`src/rtl/vec_issue_unit_pkg.sv`:
```
// Shared types and encodings for the vector issue unit.
package vec_issue_unit_pkg;

  localparam logic [6:0] OPC_VECTOR = 7'b1010111;
  localparam logic [2:0] FNC3_FVV   = 3'b001;

  localparam logic [5:0] FNC6_VADD   = 6'b000000;
  localparam logic [5:0] FNC6_VFMIN  = 6'b000100;
  localparam logic [5:0] FNC6_VFMAX  = 6'b000110;
  localparam logic [5:0] FNC6_VFMUL  = 6'b100100;
  localparam logic [5:0] FNC6_VFMADD = 6'b101000;
  localparam logic [5:0] FNC6_VFMACC = 6'b101100;

  typedef enum logic [2:0] {
    OP_VADD   = 3'd0,
    OP_VFMIN  = 3'd1,
    OP_VFMAX  = 3'd2,
    OP_VFMUL  = 3'd3,
    OP_VFMADD = 3'd4,
    OP_VFMACC = 3'd5
  } vop_e;

  typedef struct packed {
    vop_e       op;
    logic [4:0] vs1;
    logic [4:0] vs2;
    logic [4:0] vd;
  } viq_entry_t;

  typedef struct packed {
    logic       legal;
    viq_entry_t ent;
  } vdec_t;

  // Decode one OPC_VECTOR word; the vm bit (25) plays no part in legality.
  function automatic vdec_t vdecode(input logic [31:0] inst);
    vdec_t d;
    logic  f6_ok;
    d         = '0;
    f6_ok     = 1'b1;
    d.ent.vs1 = inst[19:15];
    d.ent.vs2 = inst[24:20];
    d.ent.vd  = inst[11:7];
    case (inst[31:26])
      FNC6_VADD:   d.ent.op = OP_VADD;
      FNC6_VFMIN:  d.ent.op = OP_VFMIN;
      FNC6_VFMAX:  d.ent.op = OP_VFMAX;
      FNC6_VFMUL:  d.ent.op = OP_VFMUL;
      FNC6_VFMADD: d.ent.op = OP_VFMADD;
      FNC6_VFMACC: d.ent.op = OP_VFMACC;
      default:     f6_ok    = 1'b0;
    endcase
    d.legal = f6_ok && (inst[6:0] == OPC_VECTOR) && (inst[14:12] == FNC3_FVV);
    return d;
  endfunction

endpackage

```
`src/rtl/vec_issue_unit_if.sv`:
```
// Decode request, regfile read, execute issue and writeback signals.
interface vec_issue_unit_if;
  logic        io_req_valid;
  logic        io_req_ready;
  logic [31:0] io_req_bits_inst;

  logic [4:0]  io_rf_raddr1;
  logic [4:0]  io_rf_raddr2;
  logic [4:0]  io_rf_raddr3;
  logic [31:0] io_rf_rdata1;
  logic [31:0] io_rf_rdata2;
  logic [31:0] io_rf_rdata3;

  logic        io_exe_valid;
  logic [2:0]  io_exe_bits_op;
  logic [31:0] io_exe_bits_a;
  logic [31:0] io_exe_bits_b;
  logic [31:0] io_exe_bits_c;
  logic [4:0]  io_exe_bits_vd;

  logic        io_wb_valid;
  logic [4:0]  io_wb_vd;

  // Environment side: decode, regfile data and execute-unit writeback.
  modport master (
    output io_req_valid, io_req_bits_inst,
    output io_rf_rdata1, io_rf_rdata2, io_rf_rdata3,
    output io_wb_valid, io_wb_vd,
    input  io_req_ready, io_rf_raddr1, io_rf_raddr2, io_rf_raddr3,
    input  io_exe_valid, io_exe_bits_op, io_exe_bits_a, io_exe_bits_b,
    input  io_exe_bits_c, io_exe_bits_vd
  );

  // Issue unit side.
  modport slave (
    input  io_req_valid, io_req_bits_inst,
    input  io_rf_rdata1, io_rf_rdata2, io_rf_rdata3,
    input  io_wb_valid, io_wb_vd,
    output io_req_ready, io_rf_raddr1, io_rf_raddr2, io_rf_raddr3,
    output io_exe_valid, io_exe_bits_op, io_exe_bits_a, io_exe_bits_b,
    output io_exe_bits_c, io_exe_bits_vd
  );
endinterface

```
`src/rtl/vec_issue_fifo.sv`:
```
// Circular issue queue with wrapping pointers and an explicit occupancy count.
module vec_issue_fifo
  import vec_issue_unit_pkg::*;
#(
  parameter int DEPTH = 4,
  localparam int AW = $clog2(DEPTH)
) (
  input  logic       clock,
  input  logic       reset,
  input  logic       flush,
  input  logic       push,
  input  viq_entry_t push_data,
  input  logic       pop,
  output viq_entry_t head,
  output logic       empty,
  output logic       full
);

  viq_entry_t    mem [DEPTH];
  logic [AW-1:0] wr_ptr, rd_ptr;
  logic [AW:0]   count;
  logic          do_push, do_pop;

  assign empty   = (count == '0);
  assign full    = (count == (AW+1)'(DEPTH));
  assign do_push = push && !full;
  assign do_pop  = pop && !empty;
  assign head    = mem[rd_ptr];

  // Entry storage; contents are don't-care until the count covers them.
  always_ff @(posedge clock)
    if (do_push) mem[wr_ptr] <= push_data;

  // Pointers and count; flush discards everything not yet issued.
  always_ff @(posedge clock or negedge reset)
    if (!reset) begin
      wr_ptr <= '0;
      rd_ptr <= '0;
      count  <= '0;
    end else if (flush) begin
      wr_ptr <= '0;
      rd_ptr <= '0;
      count  <= '0;
    end else begin
      if (do_push) wr_ptr <= wr_ptr + AW'(1);
      if (do_pop)  rd_ptr <= rd_ptr + AW'(1);
      count <= count + {{AW{1'b0}}, do_push} - {{AW{1'b0}}, do_pop};
    end

endmodule

```
`src/rtl/vec_issue_unit.sv`:
```
// In-order vector FP issue: decode check, queue, register scoreboard, issue.
module vec_issue_unit
  import vec_issue_unit_pkg::*;
#(
  parameter int DEPTH   = 4,
  parameter int FPU_LAT = 3
) (
  input  logic             clock,
  input  logic             reset,
  vec_issue_unit_if.slave  io,
  input  logic             io_flush,
  output logic             io_illegal,
  output logic             io_busy
);

  // Execute latency is fixed and owned by the FPU; it only has to be sane here.
  if (DEPTH < 2 || (DEPTH & (DEPTH - 1)) != 0 || FPU_LAT < 1) begin : g_bad_param
    $error("vec_issue_unit: DEPTH must be a power of two >= 2, FPU_LAT >= 1");
  end

  vdec_t       dec;
  viq_entry_t  head;
  logic        empty, full;
  logic        enq_fire, issue;
  logic [31:0] sb, sb_set, sb_clr;
  logic        unused_vm;

  assign unused_vm = io.io_req_bits_inst[25];

  assign dec             = vdecode(io.io_req_bits_inst);
  assign io.io_req_ready = !full && !io_flush;
  assign enq_fire        = io.io_req_valid && io.io_req_ready;

  vec_issue_fifo #(.DEPTH(DEPTH)) u_fifo (
    .clock     (clock),
    .reset     (reset),
    .flush     (io_flush),
    .push      (enq_fire && dec.legal),
    .push_data (dec.ent),
    .pop       (issue),
    .head      (head),
    .empty     (empty),
    .full      (full)
  );

  // vd is checked too: WAW ordering, and it is a source for MADD/MACC.
  assign issue = !empty && !io_flush && !sb[head.vs1] && !sb[head.vs2] && !sb[head.vd];

  assign io.io_rf_raddr1   = head.vs1;
  assign io.io_rf_raddr2   = head.vs2;
  assign io.io_rf_raddr3   = head.vd;
  assign io.io_exe_valid   = issue;
  assign io.io_exe_bits_op = head.op;
  assign io.io_exe_bits_vd = head.vd;

  // Operand routing: MADD multiplies by vd and adds vs2, MACC accumulates into vd.
  always_comb begin
    io.io_exe_bits_a = io.io_rf_rdata1;
    io.io_exe_bits_b = io.io_rf_rdata2;
    io.io_exe_bits_c = '0;
    case (head.op)
      OP_VFMADD: begin
        io.io_exe_bits_b = io.io_rf_rdata3;
        io.io_exe_bits_c = io.io_rf_rdata2;
      end
      OP_VFMACC: io.io_exe_bits_c = io.io_rf_rdata3;
      default: ;
    endcase
  end

  // One-hot set on issue and clear on writeback for this edge.
  always_comb begin
    sb_set = '0;
    sb_clr = '0;
    if (issue)          sb_set[head.vd]     = 1'b1;
    if (io.io_wb_valid) sb_clr[io.io_wb_vd] = 1'b1;
  end

  // Scoreboard: a set landing on the same edge as a clear wins.
  always_ff @(posedge clock or negedge reset)
    if (!reset) sb <= '0;
    else        sb <= (sb & ~sb_clr) | sb_set;

  // Rejected words pulse io_illegal for exactly the following cycle.
  always_ff @(posedge clock or negedge reset)
    if (!reset) io_illegal <= 1'b0;
    else        io_illegal <= enq_fire && !dec.legal;

  assign io_busy = !empty || (|sb);

endmodule

```
`src/flat_wrapper.sv`:
```
// flat-port wrapper written by rule: the top's interface ports become plain ports
module vec_issue_unit_flat import vec_issue_unit_pkg::*;
#(
  parameter int DEPTH   = 4,
  parameter int FPU_LAT = 3
)
  (clock, reset, io_flush, io_illegal, io_busy, io_io_req_valid, io_io_req_bits_inst, io_io_rf_rdata1, io_io_rf_rdata2, io_io_rf_rdata3, io_io_wb_valid, io_io_wb_vd, io_io_req_ready, io_io_rf_raddr1, io_io_rf_raddr2, io_io_rf_raddr3, io_io_exe_valid, io_io_exe_bits_op, io_io_exe_bits_a, io_io_exe_bits_b, io_io_exe_bits_c, io_io_exe_bits_vd);
  vec_issue_unit_if io_i ();
  input  logic clock;
  input  logic reset;
  input  logic io_flush;
  output logic io_illegal;
  output logic io_busy;
  input wire logic [$bits(io_i.io_req_valid)-1:0] io_io_req_valid;
  input wire logic [$bits(io_i.io_req_bits_inst)-1:0] io_io_req_bits_inst;
  input wire logic [$bits(io_i.io_rf_rdata1)-1:0] io_io_rf_rdata1;
  input wire logic [$bits(io_i.io_rf_rdata2)-1:0] io_io_rf_rdata2;
  input wire logic [$bits(io_i.io_rf_rdata3)-1:0] io_io_rf_rdata3;
  input wire logic [$bits(io_i.io_wb_valid)-1:0] io_io_wb_valid;
  input wire logic [$bits(io_i.io_wb_vd)-1:0] io_io_wb_vd;
  output wire logic [$bits(io_i.io_req_ready)-1:0] io_io_req_ready;
  output wire logic [$bits(io_i.io_rf_raddr1)-1:0] io_io_rf_raddr1;
  output wire logic [$bits(io_i.io_rf_raddr2)-1:0] io_io_rf_raddr2;
  output wire logic [$bits(io_i.io_rf_raddr3)-1:0] io_io_rf_raddr3;
  output wire logic [$bits(io_i.io_exe_valid)-1:0] io_io_exe_valid;
  output wire logic [$bits(io_i.io_exe_bits_op)-1:0] io_io_exe_bits_op;
  output wire logic [$bits(io_i.io_exe_bits_a)-1:0] io_io_exe_bits_a;
  output wire logic [$bits(io_i.io_exe_bits_b)-1:0] io_io_exe_bits_b;
  output wire logic [$bits(io_i.io_exe_bits_c)-1:0] io_io_exe_bits_c;
  output wire logic [$bits(io_i.io_exe_bits_vd)-1:0] io_io_exe_bits_vd;
  assign io_i.io_req_valid = io_io_req_valid;
  assign io_i.io_req_bits_inst = io_io_req_bits_inst;
  assign io_i.io_rf_rdata1 = io_io_rf_rdata1;
  assign io_i.io_rf_rdata2 = io_io_rf_rdata2;
  assign io_i.io_rf_rdata3 = io_io_rf_rdata3;
  assign io_i.io_wb_valid = io_io_wb_valid;
  assign io_i.io_wb_vd = io_io_wb_vd;
  assign io_io_req_ready = io_i.io_req_ready;
  assign io_io_rf_raddr1 = io_i.io_rf_raddr1;
  assign io_io_rf_raddr2 = io_i.io_rf_raddr2;
  assign io_io_rf_raddr3 = io_i.io_rf_raddr3;
  assign io_io_exe_valid = io_i.io_exe_valid;
  assign io_io_exe_bits_op = io_i.io_exe_bits_op;
  assign io_io_exe_bits_a = io_i.io_exe_bits_a;
  assign io_io_exe_bits_b = io_i.io_exe_bits_b;
  assign io_io_exe_bits_c = io_i.io_exe_bits_c;
  assign io_io_exe_bits_vd = io_i.io_exe_bits_vd;
  vec_issue_unit #(.DEPTH(DEPTH), .FPU_LAT(FPU_LAT)) u_core (.clock(clock), .reset(reset), .io(io_i), .io_flush(io_flush), .io_illegal(io_illegal), .io_busy(io_busy));
endmodule
```
`config.mk`:
```
export PLATFORM = sky130hd
export DESIGN_NAME = vec_issue_unit_flat
export DESIGN_NICKNAME = d
export VERILOG_FILES = /design/src/rtl/vec_issue_unit_pkg.sv /design/src/rtl/vec_issue_unit_if.sv /design/src/rtl/vec_issue_fifo.sv /design/src/rtl/vec_issue_unit.sv /design/src/flat_wrapper.sv
export SDC_FILE = /design/constraint.sdc
export NUM_CORES = 1
export LEC_CHECK = 0
export CAP_MARGIN = 30
export CELL_PAD_IN_SITES_DETAIL_PLACEMENT = 0
export CELL_PAD_IN_SITES_GLOBAL_PLACEMENT = 1
export CORE_UTILIZATION = 31
export DETAILED_ROUTE_END_ITERATION = 8
export MAX_ROUTING_LAYER = met4
export PLACE_DENSITY = 0.77
export SKIP_CTS_REPAIR_TIMING = 1
export SYNTH_ARGS = -nofsm -noshare
export SYNTH_HDL_FRONTEND = slang
export SYNTH_HIERARCHICAL = 1
export SYNTH_SLANG_ARGS = --single-unit
```
`constraint.sdc`:
```
create_clock -name clock -period 4 [get_ports clock]
set_clock_uncertainty 0.05 [all_clocks]
set_input_delay 0.4 -clock clock [delete_from_list [all_inputs] [get_ports clock]]
set_output_delay 0.4 -clock clock [all_outputs]
set_load 0.1 [all_outputs]
```
### Word level (Yosys, flattened, before mapping)

Memory sizes are Yosys's and may differ from the RTL's.
Index checks and enable logic that the tools add are counted.

| word-level totals | value |
|---|---|
| flip-flop bits (word level) | 40 |
| memory bits (writable) | 72 |
| bits of input ports | 138 |
| output and inout port bits | 123 |
| logic and storage cells | 80 |
| memories | 1 |

| cells by class | value |
|---|---|
| $add $sub $neg | 4 |
| $lt $le $gt $ge | 6 |
| equality and inequality tests | 10 |
| muxes and demuxes | 23 |
| bitwise operators | 3 |
| reduce and logical (&&, ||, !) cells | 28 |

Memories:

| name | words | width | read ports | clocked after Yosys merged registers in | write ports | RTL line | text |
|---|---|---|---|---|---|---|---|
| u_core.u_fifo.mem | 4 | 18 | 1 | 0 | 1 | vec_issue_fifo.sv:19 | `viq_entry_t mem [DEPTH];` |

Operator list:

| cell | count |
|---|---|
| $mux 32 | 3 |
| $pmux 32 s2 | 1 |
| $and 32x32->32 | 1 |
| $not 32->32 | 1 |
| $or 32x32->32 | 1 |
| $reduce_or 32->1 | 1 |
| $lt 5x6->1 const B | 4 |
| $eq 6x6->1 const B | 3 |
| $bmux 1 s5 | 3 |
| $pmux 3 s5 | 1 |
| $logic_and 1x1->1 | 14 |
| $eq 6x3->1 const B | 2 |
| $demux 1 s5 | 2 |
| $ge 5x1->1 const B | 2 |
| $eq 3x3->1 const B | 3 |
| $mux 1 | 8 |
| $mux 2 | 4 |
| $eq 7x7->1 const B | 1 |
| $logic_not 1->1 | 7 |
| $logic_not 6->1 | 1 |
| $reduce_or 6->1 | 1 |
| $add 2x1->2 const B | 2 |
| $reduce_bool 2->1 | 2 |
| $add 3x1->3 | 1 |
| other kinds (5) | 5 |

### Depth between registers and ports, before layout

Gate-level depths: netlist of the first run.

| depth | value |
|---|---|
| depth after elaboration | 10 |
| mapped depth | 20 |
| depth with buffers taken out | 16 |

### Hierarchy

Netlist of the first run, hierarchy kept.

Modules (own cells, without submodules):

| module | times used | cells each | area each (µm²) | seq. area each (µm²) |
|---|---|---|---|---|
| vec_issue_unit | 1 | 374 | 3616.0 | 825.8 |
| vec_issue_fifo | 1 | 140 | 3054.2 | 2337.2 |

### Least setup slack after synthesis of the first run

Ideal clock, no wire load.

| timing path | value |
|---|---|
| path type | register to register |
| start | register u_core.u_fifo.rd_ptr[1] |
| end | register u_core.u_fifo.count[2] |
| arrival time | 4.770 ns |
| data required time | 3.831 ns |
| path slack | -0.938 ns |
| cell stages (with the launch flop) | 21 |
| path buffers | 4 |
| clock period less this slack | 4.938 ns |
| path through | dfrtp_1 > buf_2 > buf_4 > mux4_2 > clkbuf_1 > mux4_2 > a22oi_1 > nand4_1 > nor2_1 > nand3_1 > buf_2 > inv_1 > o31ai_1 > inv_1 > ha_1 > inv_1 > ha_1 > inv_1 > fa_1 > xnor2_1 > nor2_1 |

| between the ends | value |
|---|---|
| cells in the longest elaborated chain, start to end | 10 |

RTL lines:

| element | RTL line | text |
|---|---|---|
| start: declaration | vec_issue_fifo.sv:20 | `logic [AW-1:0] wr_ptr, rd_ptr;` |
| start signal: assignment | vec_issue_fifo.sv:46 | `if (do_pop) rd_ptr <= rd_ptr + AW'(1);` |
| $mem_v2 4x18 | -- |  |
| net io_io_rf_raddr1[0] | flat_wrapper.sv:22 | `output wire logic [$bits(io_i.io_rf_raddr1)-1:0] io_io_rf_raddr1;` |
| $bmux 1 s5 | vec_issue_unit.sv:47 | `assign issue = !empty && !io_flush && !sb[head.vs1] && !sb[head.vs2] && !sb[head.vd];` |
| $mux 1 (implied by the code) | vec_issue_unit.sv:47 |  |
| $logic_not 1->1 | vec_issue_unit.sv:47 |  |
| $logic_and 1x1->1 (3 in series) | vec_issue_unit.sv:47 |  |
| net io_io_exe_valid | flat_wrapper.sv:25 | `output wire logic [$bits(io_i.io_exe_valid)-1:0] io_io_exe_valid;` |
| $logic_and 1x1->1 | vec_issue_fifo.sv:27 | `assign do_pop = pop && !empty;` |
| $sub 3x1->3 | vec_issue_fifo.sv:47 | `count <= count + {{AW{1'b0}}, do_push} - {{AW{1'b0}}, do_pop};` |
| $mux 3 | vec_issue_fifo.sv:40 | `end else if (flush) begin` |
| end signal: assignment | vec_issue_fifo.sv:47 |  |
| end: declaration | vec_issue_fifo.sv:21 | `logic [AW:0] count;` |

The timed path passes the listed nets, and every way through them passes these cells. The select of a mux whose other input is x is not followed.
A chain may end at the register's enable or synchronous reset.

### Worst setup path in the final report of the first run

| timing path | value |
|---|---|
| start | register u_core.u_fifo.rd_ptr[0] |
| end | register u_core.u_fifo.count[1] |

| between the ends | value |
|---|---|
| cells in the longest elaborated chain, start to end | 10 |

RTL lines:

| element | RTL line |
|---|---|
| $mem_v2 4x18 (*) | -- |
| $bmux 1 s5 | vec_issue_unit.sv:47 |
| $mux 1 (implied by the code) | vec_issue_unit.sv:47 |
| $logic_not 1->1 | vec_issue_unit.sv:47 |
| $logic_and 1x1->1 (2 in series) | vec_issue_unit.sv:47 |
| $logic_and 1x1->1 (*) | vec_issue_unit.sv:47 |
| $logic_and 1x1->1 (*) | vec_issue_fifo.sv:27 |
| $sub 3x1->3 (*) | vec_issue_fifo.sv:47 |
| $mux 3 (*) | vec_issue_fifo.sv:40 |

Every way passes the cells marked *; elsewhere a longest branch is shown, timed or not. The select of a mux whose other input is x is not followed.

==> results of run 1 <==
registers in the layout, indices dropped and copies added (netlist names):
signal / flops
u_core/io_illegal: 1
u_core/sb: 32
u_core/u_fifo/wr_ptr: 2
u_core/u_fifo/mem: 72
u_core/u_fifo/count: 3
u_core/u_fifo/rd_ptr: 2
per-layer routing:
metal / global-route usage (%) / share of wire (%)
met4: 7.89 / 2.4
met2: 30.5 / 49
met1: 26.7 / 43
met3: 2.91 / 5.4
met5: - / 0
worst max path at each step:
| stage | start | end | slack [ps] | depth (start not counted) |
|---|---|---|---|---|
| global placement | u_core/u_fifo/rd_ptr[0] | u_core/u_fifo/count[1] | 160 | 16 |
| finish | u_core/u_fifo/rd_ptr[0] | u_core/u_fifo/count[1] | 160 | 16 |
| detailed placement | u_core/u_fifo/rd_ptr[0] | u_core/u_fifo/count[1] | 70 | 16 |
| floorplan | u_core/u_fifo/rd_ptr[0] | u_core/u_fifo/count[1] | -450 | 17 |
| CTS | u_core/u_fifo/rd_ptr[0] | u_core/u_fifo/count[1] | 40 | 16 |
| global route | u_core/u_fifo/rd_ptr[0] | u_core/u_fifo/count[2] | 2 | 17 |
cell families (layout without fill, tap and decap cells):
logic type,Yosys count,in the layout
fa+ha+maj,7,7
mux,82,83
flops,112,112
xor+xnor,4,4
buf+inv,81,261
compound gates,119,119
simple gates,109,109
power by group through the flow:
stage	combinational (mW)	clock [mW]	sequential, mW
floorplan	0.319	0	1.26
global placement	0.396	0	1.26
detailed placement	0.400	0	1.26
CTS	0.402	0.945	1.23
global route	0.419	0.983	1.23
finish	0.405	0.925	1.23
area by class of cell:
cell class,instances,area [sq um],share of cell area [%]
clock buffer,10,229,2.33
clock inverter,6,78.8,0.801
inverter,11,45.0,0.458
multi-input combinational,322,3100,31.5
sequential,112,3170,32.2
tap,275,344,3.50
timing repair buffer,234,2880,29.3
per-stage QoR:
step	cell area (sq um)	power [mW]	setup TNS (ps)	hold slack (ps)
2_1_floorplan	6730	1.58	-957	54.4
3_3_place_gp	9370	1.65	0	513
3_5_place_dp	9370	1.66	0	533
4_1_cts	9680	2.58	0	155
5_1_grt	9840	2.63	0	323
6_report	9840	2.56	0	334
cells in the mapped netlist, types with 7 or more instances:
cell | count | area (sq um)
a22o_1 | 32 | 280
o21ai_0 | 37 | 185
o31ai_1 | 13 | 97.6
nor4_1 | 7 | 43.8
nand2_1 | 10 | 37.5
edfxtp_1 | 72 | 2160
nor3_1 | 10 | 50.1
nand3b_1 | 9 | 67.6
o41ai_2 | 10 | 163
inv_1 | 11 | 41.3
mux4_2 | 32 | 721
nor2_1 | 16 | 60.1
mux2i_1 | 14 | 140
buf_4 | 40 | 300
mux2_2 | 34 | 383
clkbuf_1 | 14 | 52.6
o41ai_1 | 8 | 70.1
or3_1 | 7 | 43.8
dfrtp_1 | 40 | 1000
==> impl_results.md, run 1 <==
- CTS tree: built
- Worst R2R Path Depth: 16
- Final WS setup: 160 ps
- Pre-CTS worst setup slack: 70.7 ps
- Fin util: 46.7%
- Multiplexer share of the synthesized area: 19.2%
- DR vias: 5324
- Most frequent cells in the layout: clkdlybuf4s50_1, edfxtp_1, buf_12
- Pint: 1.91 mW
- Unique masters post-synth: 53
- Area of the core: 0.0211 sq mm
- Syn Inst Count: 514
- Adder-Cell Fraction of Synth Area: 1.43%
- Pwr/cell area: 260 mW/mm^2
- Mapped Nets: 659
- Crit end category: flip-flop
- Placed insts: 942
- Synth Flop Type: edfxtp_1
- Leak Pwr: 3.70 nW
- Largest family of logic cells by synthesized area: multiplexers
- Number of synthesized flops with an enable pin: 72
- Max Slew Vio Count: 0
- Final Hold Fails: 0
- R2r endpoint: u_core/u_fifo/count[1]
- Min Tclk post-route: 3840 ps
- Net Sw Frac: 25.3%
- Root Buffer Master: clkbuf_16
- Final WL: 22.2 mm
- Rows: 53
- Status: finished, final reports clean
- Gr usage total: 20.0%
- Grt total ovfl: 0
- Worst slew pin tran: 994 ps
- RSZ-0062 raised after global routing: no
- PortBufs: 195
- Clock Latency Late Sink: 350 ps
- Detailed-route wire length per cell: 22.9 um
- Max_cap viols: 0
- Area Growth Syn to Fin: 47.5%
- Filler Cells Inserted: 1853
- Maximum VDD drop: 0.253 mV
- DP HPWL: 16.8 mm
- Routability congestion estimate: 0.867
- Detailed Routing Iterations Pass 1: 5
- HP Class: in2async
- Critical path data required time: 4190 ps
- Non-filler instance count after layout: 970
- Crit Path Class: reg2reg
- Synth Register Bits: 112
- DRC viols: 0
- Vias in the first global route: 5452
- FF-to-FF Start: u_core/u_fifo/rd_ptr[0]
- Post-Synth XOR/XNOR Area: 0.525%
- Async SR Flop Fraction: 35.7%
- Share of layout cells above drive strength 1: 34.4%
- Slowest CP cell: mux4_2
- Longest Clk Path Bufs: 2
- Critical Path, Cell by Cell: buf_4 -> mux4_2 -> buf_4 -> mux4_2 -> o211a_1 -> nor3_2 -> nand3_2 -> clkinvlp_4 -> o31ai_4 -> inv_1 -> ha_1 -> inv_1 -> ha_1 -> inv_1 -> fa_2 -> nor2_1
- Worst Setup Start Kind: flip-flop
- Reg2Reg Setup Slack: 160 ps
- Compound-gate portion of the synthesized area: 14.1%
- Count of final setup violators: 0
- Largest net degree at the start of global routing: 65
- First-pass GRT wire length: 32.2 mm
- Initial Util: 31.6%
- Clock tree sinks: 112
- Fin nets: 835
- Psw: 0.648 mW
- Detail Route Antenna Nets: 0
- Reg power frac: 48.1%
- DIE WIDTH: 149 um
- Fmax: 260 MHz
- Worst slew margin: 33.6%
- Crit-path leading delay family: multiplexers
- Cell area after synthesis: 0.00667 sq mm
- Post-synthesis sequential area ratio: 47.4%
- CP bufs+invs: 6
- Slowest Stage Delay on Critical Path: 590 ps
- Ant diodes: 0
- Clock slew at reported path FFs: 70 ps
- DR vias/cell: 5.49
- Yosys warnings: 6
- Htree depth: 3
- Mapped Avg Cell Area: 13.0 sq um
- Period Utilization, post-route: 96.0%
- Die Ht: 149 um
- Combinational power share: 15.8%
- I/O pin cnt: 261
- Initial DRC count: 459
- Most used cell, CP: inv_1
- Initial antenna violation count: 0
- Clock share of power: 36.1%
- Simple logic cell fraction of the synthesized area: 9.98%
- Worst path arrival time: 4030 ps
- Crit Path Max Fanout: 5
- Total die area: 0.0221 sq mm
- TritonCTS buffer count: 9
- Most common cell after layout, fill and taps aside: clkdlybuf4s50_1
No activity file was read; power rests on OpenSTA's default activity.
==> inputs of run 2 (changes only) <==
--- a/config.mk
+++ b/config.mk
@@ -12,6 +12,8 @@
 export DETAILED_ROUTE_END_ITERATION = 8
 export MAX_ROUTING_LAYER = met4
 export PLACE_DENSITY = 0.77
+export REMOVE_ABC_BUFFERS = 1
+export SETUP_SLACK_MARGIN = 0.02
 export SKIP_CTS_REPAIR_TIMING = 1
 export SYNTH_ARGS = -nofsm -noshare
 export SYNTH_HDL_FRONTEND = slang
==> run 2 against run 1 <==
Effect of this change: sequential power barely moved; register-to-register slack got worse by 60 ps; worst setup slack got worse by 62 ps; non-clock buffer count fell by 3; utilization fell by 0.85 points.
==> impl_results.md, run 2 (same netlist as run 1, synthesis figures left out) <==
- TritonCTS buffer count: 9
- Htree depth: 3
- HP Class: in2async
- Detailed-route wire length per cell: 22.4 um
- Hold_ws: 338 ps
- Clock Latency Late Sink: 360 ps
- Clock tree sinks: 112
- I/O pin cnt: 261
- Pint: 1.84 mW
- FF-to-FF Start: u_core/u_fifo/rd_ptr[0]
- Biggest register: u_core/u_fifo/mem
- Total die area: 0.0221 sq mm
- DR vias: 5368
- First-pass GRT wire length: 32.7 mm
- Die Ht: 149 um
- Status: finished, final reports clean
- Net Sw Frac: 26.5%
- Worst path arrival time: 4080 ps
- CTS tree: built
- DRC viols: 0
- Overall power: 2.50 mW
- Slowest Stage Delay on Critical Path: 610 ps
- Grt total ovfl: 0
- Crit end category: flip-flop
- Critical path data required time: 4180 ps
- Final WL: 21.7 mm
- Critical Path, Cell by Cell: buf_12 -> mux4_2 -> buf_4 -> a2111oi_1 -> nor3_2 -> and4b_1 -> nand3_2 -> inv_2 -> o31ai_1 -> inv_1 -> ha_1 -> inv_1 -> ha_1 -> inv_1 -> fa_2 -> nor2_1
- Min Tclk post-route: 3900 ps
- Slowest CP cell: mux4_2
- Psw: 0.663 mW
- Area of the core: 0.0211 sq mm
- Non-filler instance count after layout: 967
- Most common cell after layout, fill and taps aside: clkdlybuf4s50_1
- Detailed Routing Iterations Pass 1: 7
- Most frequent cells in the layout: clkdlybuf4s50_1, edfxtp_1, buf_4
- Vias in the first global route: 5413
- Worst slew margin: 35.8%
- Leak Pwr: 3.65 nW
- Crit Path Max Fanout: 8
- Initial Util: 31.6%
- Clock slew at reported path FFs: 80 ps
- Clock share of power: 35.4%
- Max Slew Vio Count: 0
- Crit Path Class: reg2reg
- Initial antenna violation count: 1
- Longest Clk Path Bufs: 2
- Gr usage total: 20.5%
- R2r endpoint: u_core/u_fifo/count[1]
- Root Buffer Master: clkbuf_16
- Worst Setup Start Kind: flip-flop
- Most used cell, CP: inv_1
- Count of final setup violators: 0
- Placed insts: 943
- Pwr/cell area: 259 mW/mm^2
- Maximum VDD drop: 0.201 mV
- RSZ-0062 raised after global routing: yes
- Largest net degree at the start of global routing: 65
- Worst R2R Path Depth: 16
- Reg2Reg Setup Slack: 100 ps
- Worst slew pin tran: 961 ps
- Combinational power share: 15.4%
- Initial DRC count: 353
- Top flop regs: u_core/u_fifo/mem x72, u_core/sb x32, u_core/u_fifo/count x3
- Detail Route Antenna Nets: 0
- Fin nets: 831
- DIE WIDTH: 149 um
- PortBufs: 195
- DR vias/cell: 5.55
- Reg power frac: 49.2%
- Share of layout cells above drive strength 1: 34.2%
- Max_cap viols: 0
- Period Utilization, post-route: 97.5%
- Rows: 53
- Routability congestion estimate: 0.914
- Max reg flops: 72
- Final Hold Fails: 0
- Area Growth Syn to Fin: 44.8%
- Fmax: 256 MHz
- DP HPWL: 16.6 mm
[run 2: worst max-delay path by stage]
stage                             end  cells after the start               startpoint  slack [ps]
6_report       u_core/u_fifo/count[1]                     16  u_core/u_fifo/rd_ptr[0]         100
5_1_grt        u_core/u_fifo/count[1]                     16  u_core/u_fifo/rd_ptr[0]         -30
4_1_cts        u_core/u_fifo/count[2]                     17  u_core/u_fifo/rd_ptr[0]         -80
3_5_place_dp   u_core/u_fifo/count[2]                     17  u_core/u_fifo/rd_ptr[0]         -60
3_3_place_gp   u_core/u_fifo/count[2]                     17  u_core/u_fifo/rd_ptr[0]          60
2_1_floorplan     io_io_exe_bits_c[0]                      3  u_core/u_fifo/rd_ptr[0]       -3660
[run 2: final cells by class]
type / count / area (sq um)
Antenna cell: 1 / 2.50
Fill cell: 1852 / 11400
Clock buffer: 9 / 225
Multi-Input combinational cell: 321 / 3070
Inverter: 11 / 41.3
Sequential cell: 112 / 3160
Tap cell: 275 / 344
Timing Repair Buffer: 231 / 2750
Clock inverter: 7 / 67.6
[run 2: power by group through the flow]
stage               sequential [mW]  clock (mW)  combinational (mW)
floorplan                      1.26           0               0.167
CTS                            1.23       0.910               0.384
global route                   1.23       0.959               0.401
global placement               1.26           0               0.378
detailed placement             1.26           0               0.383
finish                         1.23       0.885               0.385
[run 2: layer usage]
layer | up-vias | part of all wire (%) | global-route usage (%)
li1 | 2356 | - | -
met1 | 2697 | 37 | 22.7
met2 | 283 | 51 | 34.7
met3 | 32 | 10 | 6.32
met4 | 0 | 2.3 | 6.91
met5 | - | 0 | -
[run 2: through the flow]
| stage | cell area [sq um] | TNS (ps) | utilization, % | setup WS [ps] |
|---|---|---|---|---|
| final | 9660 | 0 | 45.8 | 98.7 |
| after global routing | 9660 | -46.9 | 45.8 | -26.5 |
| after CTS | 9530 | -82.4 | 45.2 | -82.4 |
| after detailed placement | 9230 | -56.9 | 43.8 | -56.9 |
| after global placement | 9230 | 0 | 43.8 | 58.4 |
| after floorplan | 6220 | -249120 | - | -3660 |
[run 2: worst max-delay path, delay by kind of cell, from the launching register on]
family / cells / cell delay, ps
buffers and inverters: 6 / 600
AO/OA/AOI/OAI: 2 / 610
flip-flops: 1 / 420
AND/OR/NAND/NOR: 4 / 600
adder cells (fa/ha/maj): 3 / 880
multiplexers: 1 / 610
==> inputs of run 3 (changes only) <==
--- a/config.mk
+++ b/config.mk
@@ -8,10 +8,10 @@
 export CAP_MARGIN = 30
 export CELL_PAD_IN_SITES_DETAIL_PLACEMENT = 0
 export CELL_PAD_IN_SITES_GLOBAL_PLACEMENT = 1
-export CORE_UTILIZATION = 31
+export CORE_UTILIZATION = 35
 export DETAILED_ROUTE_END_ITERATION = 8
 export MAX_ROUTING_LAYER = met4
-export PLACE_DENSITY = 0.77
+export PLACE_DENSITY = 0.83
 export REMOVE_ABC_BUFFERS = 1
 export SETUP_SLACK_MARGIN = 0.02
 export SKIP_CTS_REPAIR_TIMING = 1
@@ -19,3 +19,4 @@
 export SYNTH_HDL_FRONTEND = slang
 export SYNTH_HIERARCHICAL = 1
 export SYNTH_SLANG_ARGS = --single-unit
+export TNS_END_PERCENT = 20
==> constraint.sdc (replaced) <==
create_clock -name clock -period 5 [get_ports clock]
set_clock_uncertainty 0.05 [all_clocks]
set_input_delay 0.5 -clock clock [delete_from_list [all_inputs] [get_ports clock]]
set_output_delay 0.5 -clock clock [all_outputs]
set_load 0.1 [all_outputs]
==> run 3 against run 2 <==
Effect of this change: sequential share of layout area rose by 3.5 points; via count fell by 2.7%; wire length fell by 5.3%; power fell by 22%; utilization rose by 0.89 points; critical path depth did not move; cell area fell by 9.6%; clock power fell by 22%; maximum frequency fell by 12%; largest power group unchanged; non-clock buffer count fell by 25; worst setup slack improved by 460 ps; flip-flop and latch count did not move; largest cell class unchanged.
==> impl_results.md, run 3 (same netlist as run 1, synthesis figures left out) <==
- Count of final setup violators: 0
- Max_cap viols: 0
- Top flop regs: u_core/u_fifo/mem x72, u_core/sb x32, u_core/u_fifo/count x3
- Ant diodes: 0
- First-pass GRT wire length: 31.3 mm
- Pwr/cell area: 223 mW/mm^2
- DR vias/cell: 5.80
- Final WL: 20.6 mm
- Placed cell area: 0.00841 sq mm
- Reg power frac: 50.6%
- RSZ-0062 raised after global routing: no
- Final Hold Fails: 0
- Clock share of power: 35.2%
- Max reg flops: 72
- Filler Cells Inserted: 1645
- PortBufs: 195
- Routing usage on met3: 6.32%
- Detailed Routing Iterations Pass 1: 5
- Worst slew margin: 33.1%
- Min Tclk post-route: 4440 ps
- Worst slew pin tran: 1000 ps
- Detail Route Antenna Nets: 0
- Register Area: 0.00316 sq mm
- Pint: 1.44 mW
- Fin nets: 806
- Critical Path Start: u_core/u_fifo/rd_ptr[1]
- Leak Pwr: 3.29 nW
- Worst Setup Start Kind: flip-flop
- Fmax: 225 MHz
- Period Utilization, post-route: 88.9%
- Largest net degree at the start of global routing: 51
- Clock Latency Late Sink: 350 ps
- Routability congestion estimate: 0.887
- Share of layout cells above drive strength 1: 25.1%
- Most common cell after layout, fill and taps aside: clkdlybuf4s50_1
- DIE WIDTH: 140 um
- Worst path arrival time: 4630 ps
- Die Ht: 140 um
- Crit Path Class: reg2reg
- Detailed-route wire length per cell: 22.8 um
- Net Sw Frac: 25.9%
- Initial antenna violation count: 0
- Finished Cell Area: 0.00874 sq mm
- DP HPWL: 15.3 mm
- DRC viols: 0
- Maximum VDD drop: 0.159 mV
- HP Class: in2async
- CTS tree: built
- Htree depth: 3
- FF-to-FF Start: u_core/u_fifo/rd_ptr[1]
- I/O pin cnt: 261
- Longest Clk Path Bufs: 2
- Psw: 0.505 mW
- Pre-CTS worst setup slack: 557 ps
- Placed insts: 882
- Area Growth Syn to Fin: 31.0%
- Clock slew at reported path FFs: 70 ps
- Max Slew Vio Count: 0
- Gr usage total: 21.7%
- Layer carrying the most global-route usage: met2
- Initial DRC count: 387
- Fin util: 46.7%
- Non-filler instance count after layout: 900
- Initial Util: 35.7%
- M2 GR Usage: 36.4%
- Root Buffer Master: clkbuf_16
- Vias in the first global route: 5259
- Area of the core: 0.0187 sq mm
- Final WS setup: 557 ps
- Rows: 50
- Overall power: 1.95 mW
- DR vias: 5223
- Most frequent cells in the layout: clkdlybuf4s50_1, edfxtp_1, buf_4
- Status: finished, final reports clean
- Clock tree sinks: 112
- Critical path data required time: 5180 ps
- Footprint of the multi-input gates: 0.00302 sq mm
- Combinational power share: 14.2%
- Met1 GRT Util: 25.4%
- TritonCTS buffer count: 9
- Crit Path Max Fanout: 20
- Crit end category: flip-flop
- Total die area: 0.0196 sq mm
- Grt total ovfl: 0
- Biggest register: u_core/u_fifo/mem
-- run 3: path summary, 6_finish.rpt --
kind	endpoint	slack, ps	cells past startpoint
min in group clock	u_core/u_fifo/wr_ptr[1]	550	2
hold reg to reg	u_core/u_fifo/wr_ptr[1]	550	2
setup / recovery	u_core/u_fifo/count[2]	560	16
max in group asynchronous	u_core/sb[4]	4610	2
setup reg to reg	u_core/u_fifo/count[2]	560	16
hold / removal	u_core/sb[16]	80	2
-- run 3: per-layer routing --
layer  up-vias  share of wire (%)
li1       2310                  -
met1      2618                 40
met2       272                 49
met3        23                9.3
met4         0                1.5
met5         -                  0
-- run 3: final cells by class --
| cell class | instances | share of cell area [%] |
|---|---|---|
| Inverter | 11 | 0.473 |
| Sequential cell | 112 | 36.2 |
| Clock buffer | 11 | 2.66 |
| Timing Repair Buffer | 206 | 22.2 |
| Tap cell | 234 | 3.35 |
| Multi-Input combinational cell | 321 | 34.6 |
| Clock inverter | 5 | 0.530 |
-- run 3: power groups by stage --
stage | Sequential [mW] | Combinational (mW) | Clock [mW]
2_1_floorplan | 1.01 | 0.134 | 0
3_3_place_gp | 1.01 | 0.271 | 0
3_5_place_dp | 1.01 | 0.276 | 0
4_1_cts | 0.985 | 0.277 | 0.699
5_1_grt | 0.985 | 0.288 | 0.736
6_report | 0.985 | 0.277 | 0.686
-- run 3: critical path, cell delays in order, from the launching register on --
cell     delay (ps)
dfrtp_1         910
mux4_2          740
mux4_2          380
nor2b_1         140
nor4_1          240
and4b_1         250
nand3_1         110
inv_1           210
o31ai_1         160
inv_1            80
ha_1            220
inv_1            60
ha_1            120
inv_1            50
fa_1            370
xnor2_1         170
nor2_1           50
-- run 3: through the flow --
| step | TNS (ps) | hold slack [ps] |
|---|---|---|
| final | 0 | 75.9 |
| after global routing | 0 | 84.6 |
| after global placement | 0 | 516 |
| after floorplan | -177550 | 154 |
| after CTS | 0 | 276 |
| after detailed placement | 0 | 540 |
